[config.mk]
export PLATFORM = sky130hd
export DESIGN_NAME = vgalcd_fetch
export DESIGN_NICKNAME = d
export VERILOG_FILES = /design/src/rtl/vgalcd_fetch.sv
export SDC_FILE = /design/constraint.sdc
export NUM_CORES = 2
export LEC_CHECK = 0
export ABC_AREA = 1
export ABC_CLOCK_PERIOD_IN_PS = 4190
export BUFFER_PORTS_ARGS = -buffer_cell sky130_fd_sc_hd__buf_2
export CAP_MARGIN = 20
export CORE_ASPECT_RATIO = 0.75
export CORE_MARGIN = 2
export CORE_UTILIZATION = 55
export DETAILED_ROUTE_END_ITERATION = 10
export MAX_ROUTING_LAYER = met4
export PLACE_DENSITY_LB_ADDON = 0.12
export SLEW_MARGIN = 10
export SYNTH_ARGS = -nofsm -noshare
export SYNTH_HDL_FRONTEND = slang
export SYNTH_SLANG_ARGS = --single-unit
export TNS_END_PERCENT = 50
[constraint.sdc]
create_clock -name clk_i -period 4.19 [get_ports clk_i]
set_input_delay 0.419 -clock clk_i [delete_from_list [all_inputs] [get_ports clk_i]]
set_output_delay 0.419 -clock clk_i [all_outputs]
set_load 0.005 [all_outputs]
[src/rtl/vgalcd_fetch.sv]
// vgalcd_fetch -- framebuffer fetch stage feeding the vgalcd core pixel port.
//
// Reads the framebuffer as a stream of single-beat 64-bit words starting at
// base_addr_i and buffers them in a first-word-fall-through FIFO. Each word
// carries four 16bpp pixels, with pixel0 in [15:0]. Fetching restarts from
// the base on every frame_start_i pulse. Data still in flight from the
// previous frame is discarded when it returns.
//
// Ports
//   clk_i, rst_n_i        clock, asynchronous active-low reset
//   en_i                  fetch enable; low flushes everything and idles
//   base_addr_i           framebuffer base address, 8-byte aligned
//   hvlen_i, vvlen_i      active pixels per line / active lines per frame
//   frame_start_i         one-cycle restart pulse (core vend_o)
//   mem_req_o/addr_o      read request and address (held until granted)
//   mem_gnt_i             request accepted
//   mem_rvalid_i/rdata_i  in-order read data, one beat per grant
//   pixel_valid_o/ready_i/data_o  FWFT pixel word handshake
//   level_o               FIFO occupancy
//   underflow_o           sticky underflow flag (optional feature)
//
// Build option
//   VGALCD_FETCH_UNDERFLOW_EN  enables underflow_o and the 16-bit saturating
//                              event counter s_ufl_cnt_q. When undefined,
//                              underflow_o is tied to 0.

`ifndef VGALCD_VB_WIDTH
`define VGALCD_VB_WIDTH 16
`endif

module vgalcd_fetch #(
   parameter int FIFO_DEPTH = 16,
   parameter int ADDR_WIDTH = 32
) (
   input  logic                            clk_i,
   input  logic                            rst_n_i,
   input  logic                            en_i,
   input  logic [ADDR_WIDTH-1:0]           base_addr_i,
   input  logic [`VGALCD_VB_WIDTH-1:0]     hvlen_i,
   input  logic [`VGALCD_VB_WIDTH-1:0]     vvlen_i,
   input  logic                            frame_start_i,
   output logic                            mem_req_o,
   output logic [ADDR_WIDTH-1:0]           mem_addr_o,
   input  logic                            mem_gnt_i,
   input  logic                            mem_rvalid_i,
   input  logic [63:0]                     mem_rdata_i,
   output logic                            pixel_valid_o,
   input  logic                            pixel_ready_i,
   output logic [63:0]                     pixel_data_o,
   output logic [$clog2(FIFO_DEPTH):0]     level_o,
   output logic                            underflow_o
);

   localparam int PW = $clog2(FIFO_DEPTH);
   localparam int LW = PW + 1;

   localparam logic [1:0] S_IDLE  = 2'd0;
   localparam logic [1:0] S_FETCH = 2'd1;
   localparam logic [1:0] S_DONE  = 2'd2;

   logic [1:0]            r_state;
   logic [31:0]           r_frame_words;
   logic [31:0]           r_issued;
   logic [ADDR_WIDTH-1:0] r_addr;
   logic [LW-1:0]         r_out;      // all beats in flight, including ones to drop
   logic [LW-1:0]         r_drop;     // beats still to be discarded on return
   logic [63:0]           r_fifo [FIFO_DEPTH];
   logic [LW-1:0]         r_wptr;
   logic [LW-1:0]         r_rptr;

   logic                  w_restart;
   logic                  w_flush;
   logic [LW-1:0]         w_level;
   logic                  w_credit;
   logic                  w_req;
   logic                  w_grant;
   logic [LW-1:0]         w_out_nxt;
   logic                  w_wr;
   logic                  w_rd;
   logic                  w_valid;
   logic [31:0]           w_prod;

   assign w_restart = frame_start_i & en_i;
   assign w_flush   = w_restart | ~en_i;
   assign w_level   = r_wptr - r_rptr;
   assign w_prod    = 32'(hvlen_i) * 32'(vvlen_i);

   // Credit is built from registered state only, so pixel_ready_i never
   // reaches mem_req_o combinationally. Counting every in-flight beat
   // (dropped or not) keeps the FIFO from ever overflowing.
   assign w_credit  = ({1'b0, w_level} + {1'b0, r_out}) < (LW+1)'(FIFO_DEPTH);
   assign w_req     = (r_state == S_FETCH) && (r_issued < r_frame_words) && w_credit;
   assign w_grant   = w_req & mem_gnt_i;
   assign w_out_nxt = r_out + LW'(w_grant) - LW'(mem_rvalid_i);

   assign w_valid   = (w_level != '0) && (r_drop == '0);
   assign w_rd      = w_valid & pixel_ready_i;
   assign w_wr      = mem_rvalid_i && (r_drop == '0) && !w_flush;

   assign mem_req_o     = w_req;
   assign mem_addr_o    = r_addr;
   assign pixel_valid_o = w_valid;
   assign pixel_data_o  = r_fifo[r_rptr[PW-1:0]];
   assign level_o       = w_level;

   always_ff @(posedge clk_i or negedge rst_n_i) begin
      if (!rst_n_i) begin
         r_state       <= S_IDLE;
         r_frame_words <= '0;
         r_issued      <= '0;
         r_addr        <= '0;
         r_out         <= '0;
         r_drop        <= '0;
         r_wptr        <= '0;
         r_rptr        <= '0;
         for (int i = 0; i < FIFO_DEPTH; i++) r_fifo[i] <= '0;
      end else begin
         if (!en_i)
            r_state <= S_IDLE;
         else if (w_restart)
            r_state <= S_FETCH;
         else if ((r_state == S_FETCH) && (r_issued >= r_frame_words))
            r_state <= S_DONE;

         if (w_restart) begin
            r_frame_words <= w_prod >> 2;
            r_issued      <= '0;
            r_addr        <= base_addr_i;
         end else if (w_grant) begin
            r_issued      <= r_issued + 32'd1;
            r_addr        <= r_addr + ADDR_WIDTH'(8);
         end

         r_out <= w_out_nxt;

         // On a flush everything still in flight (including a grant taken
         // this very cycle) belongs to the abandoned frame.
         if (w_flush)
            r_drop <= w_out_nxt;
         else if (mem_rvalid_i && (r_drop != '0))
            r_drop <= r_drop - LW'(1);

         if (w_flush) begin
            r_wptr <= '0;
            r_rptr <= '0;
         end else begin
            if (w_wr) begin
               r_fifo[r_wptr[PW-1:0]] <= mem_rdata_i;
               r_wptr <= r_wptr + LW'(1);
            end
            if (w_rd) r_rptr <= r_rptr + LW'(1);
         end
      end
   end

`ifdef VGALCD_FETCH_UNDERFLOW_EN
   logic        r_ufl;
   logic [15:0] s_ufl_cnt_q;
   logic        w_ufl_evt;

   // Core wants a word, none is available, and the frame has started fetching.
   assign w_ufl_evt = pixel_ready_i && !w_valid && (r_state == S_FETCH) && (r_issued != '0);

   always_ff @(posedge clk_i or negedge rst_n_i) begin
      if (!rst_n_i) begin
         r_ufl       <= 1'b0;
         s_ufl_cnt_q <= '0;
      end else begin
         if (w_flush)
            r_ufl <= 1'b0;
         else if (w_ufl_evt)
            r_ufl <= 1'b1;
         if (w_ufl_evt && (s_ufl_cnt_q != 16'hFFFF))
            s_ufl_cnt_q <= s_ufl_cnt_q + 16'd1;
      end
   end

   assign underflow_o = r_ufl;
`else
   assign underflow_o = 1'b0;
`endif

endmodule

# Word level (Yosys, flattened, before mapping)
# Cells that the tools add are included.
[totals]
romBits = 0
latch_bits = 0
ramBits = 0
mem_count = 0
in_bits = 135
register_bits = 1140
[classes]
eq_ne = 2
addsub = 9
n_lt_le_gt_ge = 6
div_mod_pow = 0
bitwise = 8
n_shift = 0
reduce_logical = 17
muxes = 19
mul = 1
[op_table]
columns = ["operator", "count"]
rows = [
  ["$bwmux W1024", 1],
  ["$bmux W64 S4", 1],
  ["$demux W64 S4", 1],
  ["$mux W64", 3],
  ["$mux W32", 4],
  ["$add A32 B1 Y32 const B", 1],
  ["$add A32 B4 Y32 const B", 1],
  ["$ge A32 B30 Y1", 1],
  ["$lt A32 B30 Y1", 1],
  ["$mul A16 B16 Y32", 1],
  ["$mux W5", 6],
  ["$add A5 B1 Y5 const B", 2],
  ["$ge A5 B5 Y1 const B", 2],
  ["$not A4 Y5", 2],
  ["$reduce_bool A5 Y1", 2],
  ["$logic_and A1 B1 Y1", 8],
  ["$reduce_bool A2 Y1", 4],
  ["$add A5 B5 Y6", 1],
  ["$lt A6 B5 Y1 const B", 1],
  ["$mux W2", 3],
  ["$add A5 B1 Y5", 1],
  ["$logic_not A5 Y1", 1],
  ["$lt A5 B1 Y1 const B", 1],
  ["$sub A5 B1 Y5", 1],
  ["9 further kinds", 12],
]

# Longest topological paths before layout
[depth]
word_depth = 8
mapped_depth = 26
mapped_depth_nobuf = 24

# Worst setup path before layout
# No wires, ideal clock.
[synth_path]
kind = "input port to flip-flop"
startpoint = "input vvlen_i[7]"
endpoint = "register r_frame_words[21]"
setup_time_ns = 0.118
required_ns = 4.072
setup_slack_ns = -1.384
arrival_ns = 5.457
cell_stages = 23
cell_sequence = "clkbuf_1 > clkbuf_1 > nand2_1 > fa_1 > inv_1 > fa_1 > inv_1 > fa_1 > inv_1 > fa_1 > fa_1 > inv_1 > fa_1 > inv_1 > ha_1 > a21oi_1 > a21boi_0 > nand2_1 > nand2_1 > nand3_1 > or2_2 > nand3_1 > nand2_1"
[synth_via]
elab_chain_len = 1
[synth_lines]
columns = ["item", "line", "source"]
rows = [
  ["start: declaration", "40", "input logic [`VGALCD_VB_WIDTH-1:0] vvlen_i,"],
  ["$mul A16 B16 Y32", "86", "assign w_prod = 32'(hvlen_i) * 32'(vvlen_i);"],
  ["end signal: assignment", "126", "r_frame_words <= w_prod >> 2;"],
  ["end: declaration", "62", "logic [31:0] r_frame_words;"],
]
# Every way passes these cells.
# A chain may end at the register's enable or synchronous reset.

# Final worst setup path
[layout_path]
startpoint = "input vvlen_i[7]"
endpoint = "register r_frame_words[26]"
# Same word-level chain as after synthesis.

==> impl_metrics.env <==
export IMPL_critPathKind="input port to flip-flop"
export IMPL_p_int_uw=28500
export IMPL_synth_edf_count=0
export IMPL_grt_pass1_wl_um=285000
export IMPL_async_flop_share_pct=100
export IMPL_synth_xor_area_share_pct=0.868
export IMPL_yosys_top_cells_count="1,878 x nand2_1, 1,140 x dfrtp_1, 1,094 x o21ai_0"
export IMPL_worst_path_most_repeated_cell="fa_1"
export IMPL_syn_inst=7554
export IMPL_synthMuxAreaShare_pct=0
export IMPL_netlist_area_leader_share_pct=46.3
export IMPL_min_period_ns=4.60
export IMPL_min_path_cells=5
export IMPL_power_uw=47000
export IMPL_p_sw_share_pct=39.3
export IMPL_fin_area_um2=70200
export IMPL_dpl_instance_area_um2=64800
export IMPL_vias=52600
export IMPL_syn_area_per_cell_um2=8.15
export IMPL_hold_viol_final=0
export IMPL_clk_latency_ns=0.76
export IMPL_fin_cells=9169
export IMPL_synth_top_family_by_area="simple AND/OR/NAND/NOR gates"
export IMPL_worst_pin_slew_ns=1.21
export IMPL_setup_violations=22
export IMPL_critPathArrivalTime_ns=5.17
export IMPL_required_ns=4.75
export IMPL_drt_total_wl_um=177000
export IMPL_violations="setup timing"
export IMPL_p_sw_uw=18400
export IMPL_pwr_share_clk_pct=22.7
export IMPL_crit_chain="buf_12, buf_12, nand2_1, fa_1, inv_1, fa_1, fa_1, fa_1, fa_1, inv_1, fa_1, inv_1, ha_4, a21oi_4, buf_4, buf_6, o21ai_4, a21oi_4, nor2_1, nor2_1, nand3_1, nand3_1, nand2_1"
export IMPL_synth_adder_area_share_pct=9.51
export IMPL_die_h_um=294
export IMPL_finalCritPeriodShare_pct=110
export IMPL_rsz0062_at_grt="yes"
export IMPL_ant_nets=0
export IMPL_final_max_slew_viol_count=0
export IMPL_synth_flop_cell="dfrtp_1"
export IMPL_grt_overflow=0
export IMPL_startpoint="vvlen_i[7]"
export IMPL_cts_inserted_buffers=110
export IMPL_min_path_type="input port to flip-flop"
export IMPL_power_leakage_uw=0.0340
export IMPL_hp_start="base_addr_i[21]"
export IMPL_finalWeightedCongestion=0.938
export IMPL_htree_num_levels=3
export IMPL_dr_pass1_iters=5
export IMPL_wl_per_cell_um=19.4
export IMPL_synth_compound_area_share_pct=17.1
export IMPL_crit_path_max_fanout=5
export IMPL_clockRootBuffer="clkbuf_16"
export IMPL_cts_tree="done"
export IMPL_io_pins=239
export IMPL_initial_core_util_pct=55.3
export IMPL_fp_coreArea_um2=111000
export IMPL_synth_fp_nets=8039
export IMPL_via_per_inst=5.74
export IMPL_fin_ws_ns=-0.415
export IMPL_place_inst=8911
export IMPL_cts_sinks=1140
export IMPL_drt_iter0_drc=5014
export IMPL_synth_simple_area_share_pct=18.5
export IMPL_finalSetupTns_ns=-6.15
export IMPL_comb_power_share_pct=51.0
export IMPL_vdd_drop_max_v=0.00167
export IMPL_clkTransAtPathRegs_ns=0.07
export IMPL_dp_hpwl_um=104000
export IMPL_max_slew_margin_pct=19.6
export IMPL_r2r_cells=22
export IMPL_crit_path_start_kind="input port"
export IMPL_worstReg2RegStart="r_wptr[0]"
export IMPL_yosys_warnings=0
export IMPL_drive_above_1_share_pct=11.9
export IMPL_remaining_drc_errors=0
export IMPL_status="finished, violations left"
export IMPL_synth_seq_cells=1140
export IMPL_crit_path_top_delay_cell="fa_1"
export IMPL_grt_antenna_before_repair=8
export IMPL_slowest_delay_ns=0.59
export IMPL_num_rows=106
export IMPL_synth_area_top_cells="dfrtp_1 46%, nand2_1 11%, o21ai_0 8.9%"
export IMPL_grt_max_degree=238
export IMPL_nNetsFinal=8099
export IMPL_critPathCaptureType="flip-flop"
export IMPL_area_growth_syn_to_layout_pct=14.0
export IMPL_fp_dieW_um=390
export IMPL_synth_cell_type_count=45
export IMPL_skew_ns=0.0854
export IMPL_seqPwrFrac_pct=26.3
export IMPL_r2r_slack_ns=0.28
export IMPL_yosysSeqAreaShare_pct=46.3
export IMPL_max_freq_mhz=217
export IMPL_power_density_nw_per_um2=669
export IMPL_yosysMostFrequentCell="nand2_1"
export IMPL_clock_path_buffers=3
export IMPL_grt_use_total_pct=32.1
export IMPL_syn_cell_area_um2=61500
export IMPL_grt_pass1_vias=50500
export IMPL_dieArea_um2=115000
export IMPL_maxCapViolations=0
export IMPL_yosys_area_top_type="dfrtp_1"
export IMPL_portBuffers=237
==> path summary, 6_finish.rpt <==
check / to
worst max-delay path: r_frame_words[26]
worst min-delay path: mem_addr_o[21]
worst max register to register: r_drop[4]
worst min register to register: mem_addr_o[2]
max in group asynchronous: r_fifo[283]
min in group asynchronous: mem_addr_o[0]
==> flip-flops by register name (all words and copies together) (netlist names) <==
signal / count
r_fifo: 1024
r_drop: 5
r_state: 2
r_rptr: 5
r_issued: 32
r_frame_words: 30
r_out: 5
mem_addr_o: 32
r_wptr: 5
==> layer usage <==
layer,global-route usage (%),vias to the layer above,wire (um)
li1,-,24800,-
met1,47.0,25600,82500
met2,47.6,1871,78300
met3,4.07,280,12400
met4,8.16,0,4240
met5,-,-,0
==> power by group through the flow <==
stage	clock network, uW	logic [uW]	registers [uW]
2_1_floorplan	0	11100	12300
3_3_place_gp	0	18200	12500
3_5_place_dp	0	18400	12500
4_1_cts	10800	21500	12300
5_1_grt	11300	26300	12400
6_report	10700	23900	12300
==> cell families after synthesis <==
family | count (synthesis)
AO/OA/AOI/OAI | 1962
XOR/XNOR | 61
adder cells (fa/ha/maj) | 350
buffers and inverters | 1158
flip-flops | 1140
other | 1
AND/OR/NAND/NOR | 2882
==> worst max-delay path: cells and delay by family <==
kind	cells	cell delay, ns
buf+inv	7	0.62
compound gates	3	0.40
fa+ha+maj	7	3.25
simple gates	6	0.47
==> through the flow <==
step	setup WS, ns	utilization (%)	hold WS [ns]
6_report	-0.415	63.0	0.0386
5_1_grt	-0.564	63.0	0.0536
4_1_cts	-0.355	62.7	0.00135
3_5_place_dp	-1.27	58.2	0.423
3_3_place_gp	-1.22	58.2	0.422
2_1_floorplan	-0.909	-	0.123
==> layout by cell type, fill, tap and decap left out, drive strengths merged, types with 4 or more instances in the layout <==
| cell | count |
|---|---|
| nand3 | 260 |
| nor3 | 38 |
| ha | 154 |
| dfrtp | 1140 |
| clkinv | 30 |
| clkbuf | 157 |
| nand4 | 26 |
| o22ai | 156 |
| diode | 6 |
| xnor2 | 21 |
| fa | 196 |
| xor2 | 40 |
| a31oi | 4 |
| dlygate4sd3 | 25 |
| inv | 568 |
| bufinv | 14 |
| buf | 514 |
| nand2 | 1879 |
| nand3b | 8 |
| or2 | 4 |
| o21ai | 1607 |
| a21oi | 54 |
| o211ai | 25 |
| nor2 | 662 |
| o221ai | 106 |
==> final cells by class <==
cell class	instances	area, um^2
fill	9675	41100
multi-input combinational	5256	29400
sequential	1140	28500
timing repair buffer	540	4320
clock buffer	156	3180
inverter	566	2160
tap	1458	1820
clock inverter	47	732
antenna	6	15.0
==> what timing repair did <==
item                                   in CTS  in global routing
pin swaps                                  47                 40
hold buffers                               25                  0
setup endpoints to repair                  68                 34
gates resized for setup                   201                 94
endpoints found under the hold margin      72                  0
cloned                                      1                  0
setup buffers                              16                  8
No activity file was read; power rests on OpenSTA's default activity.
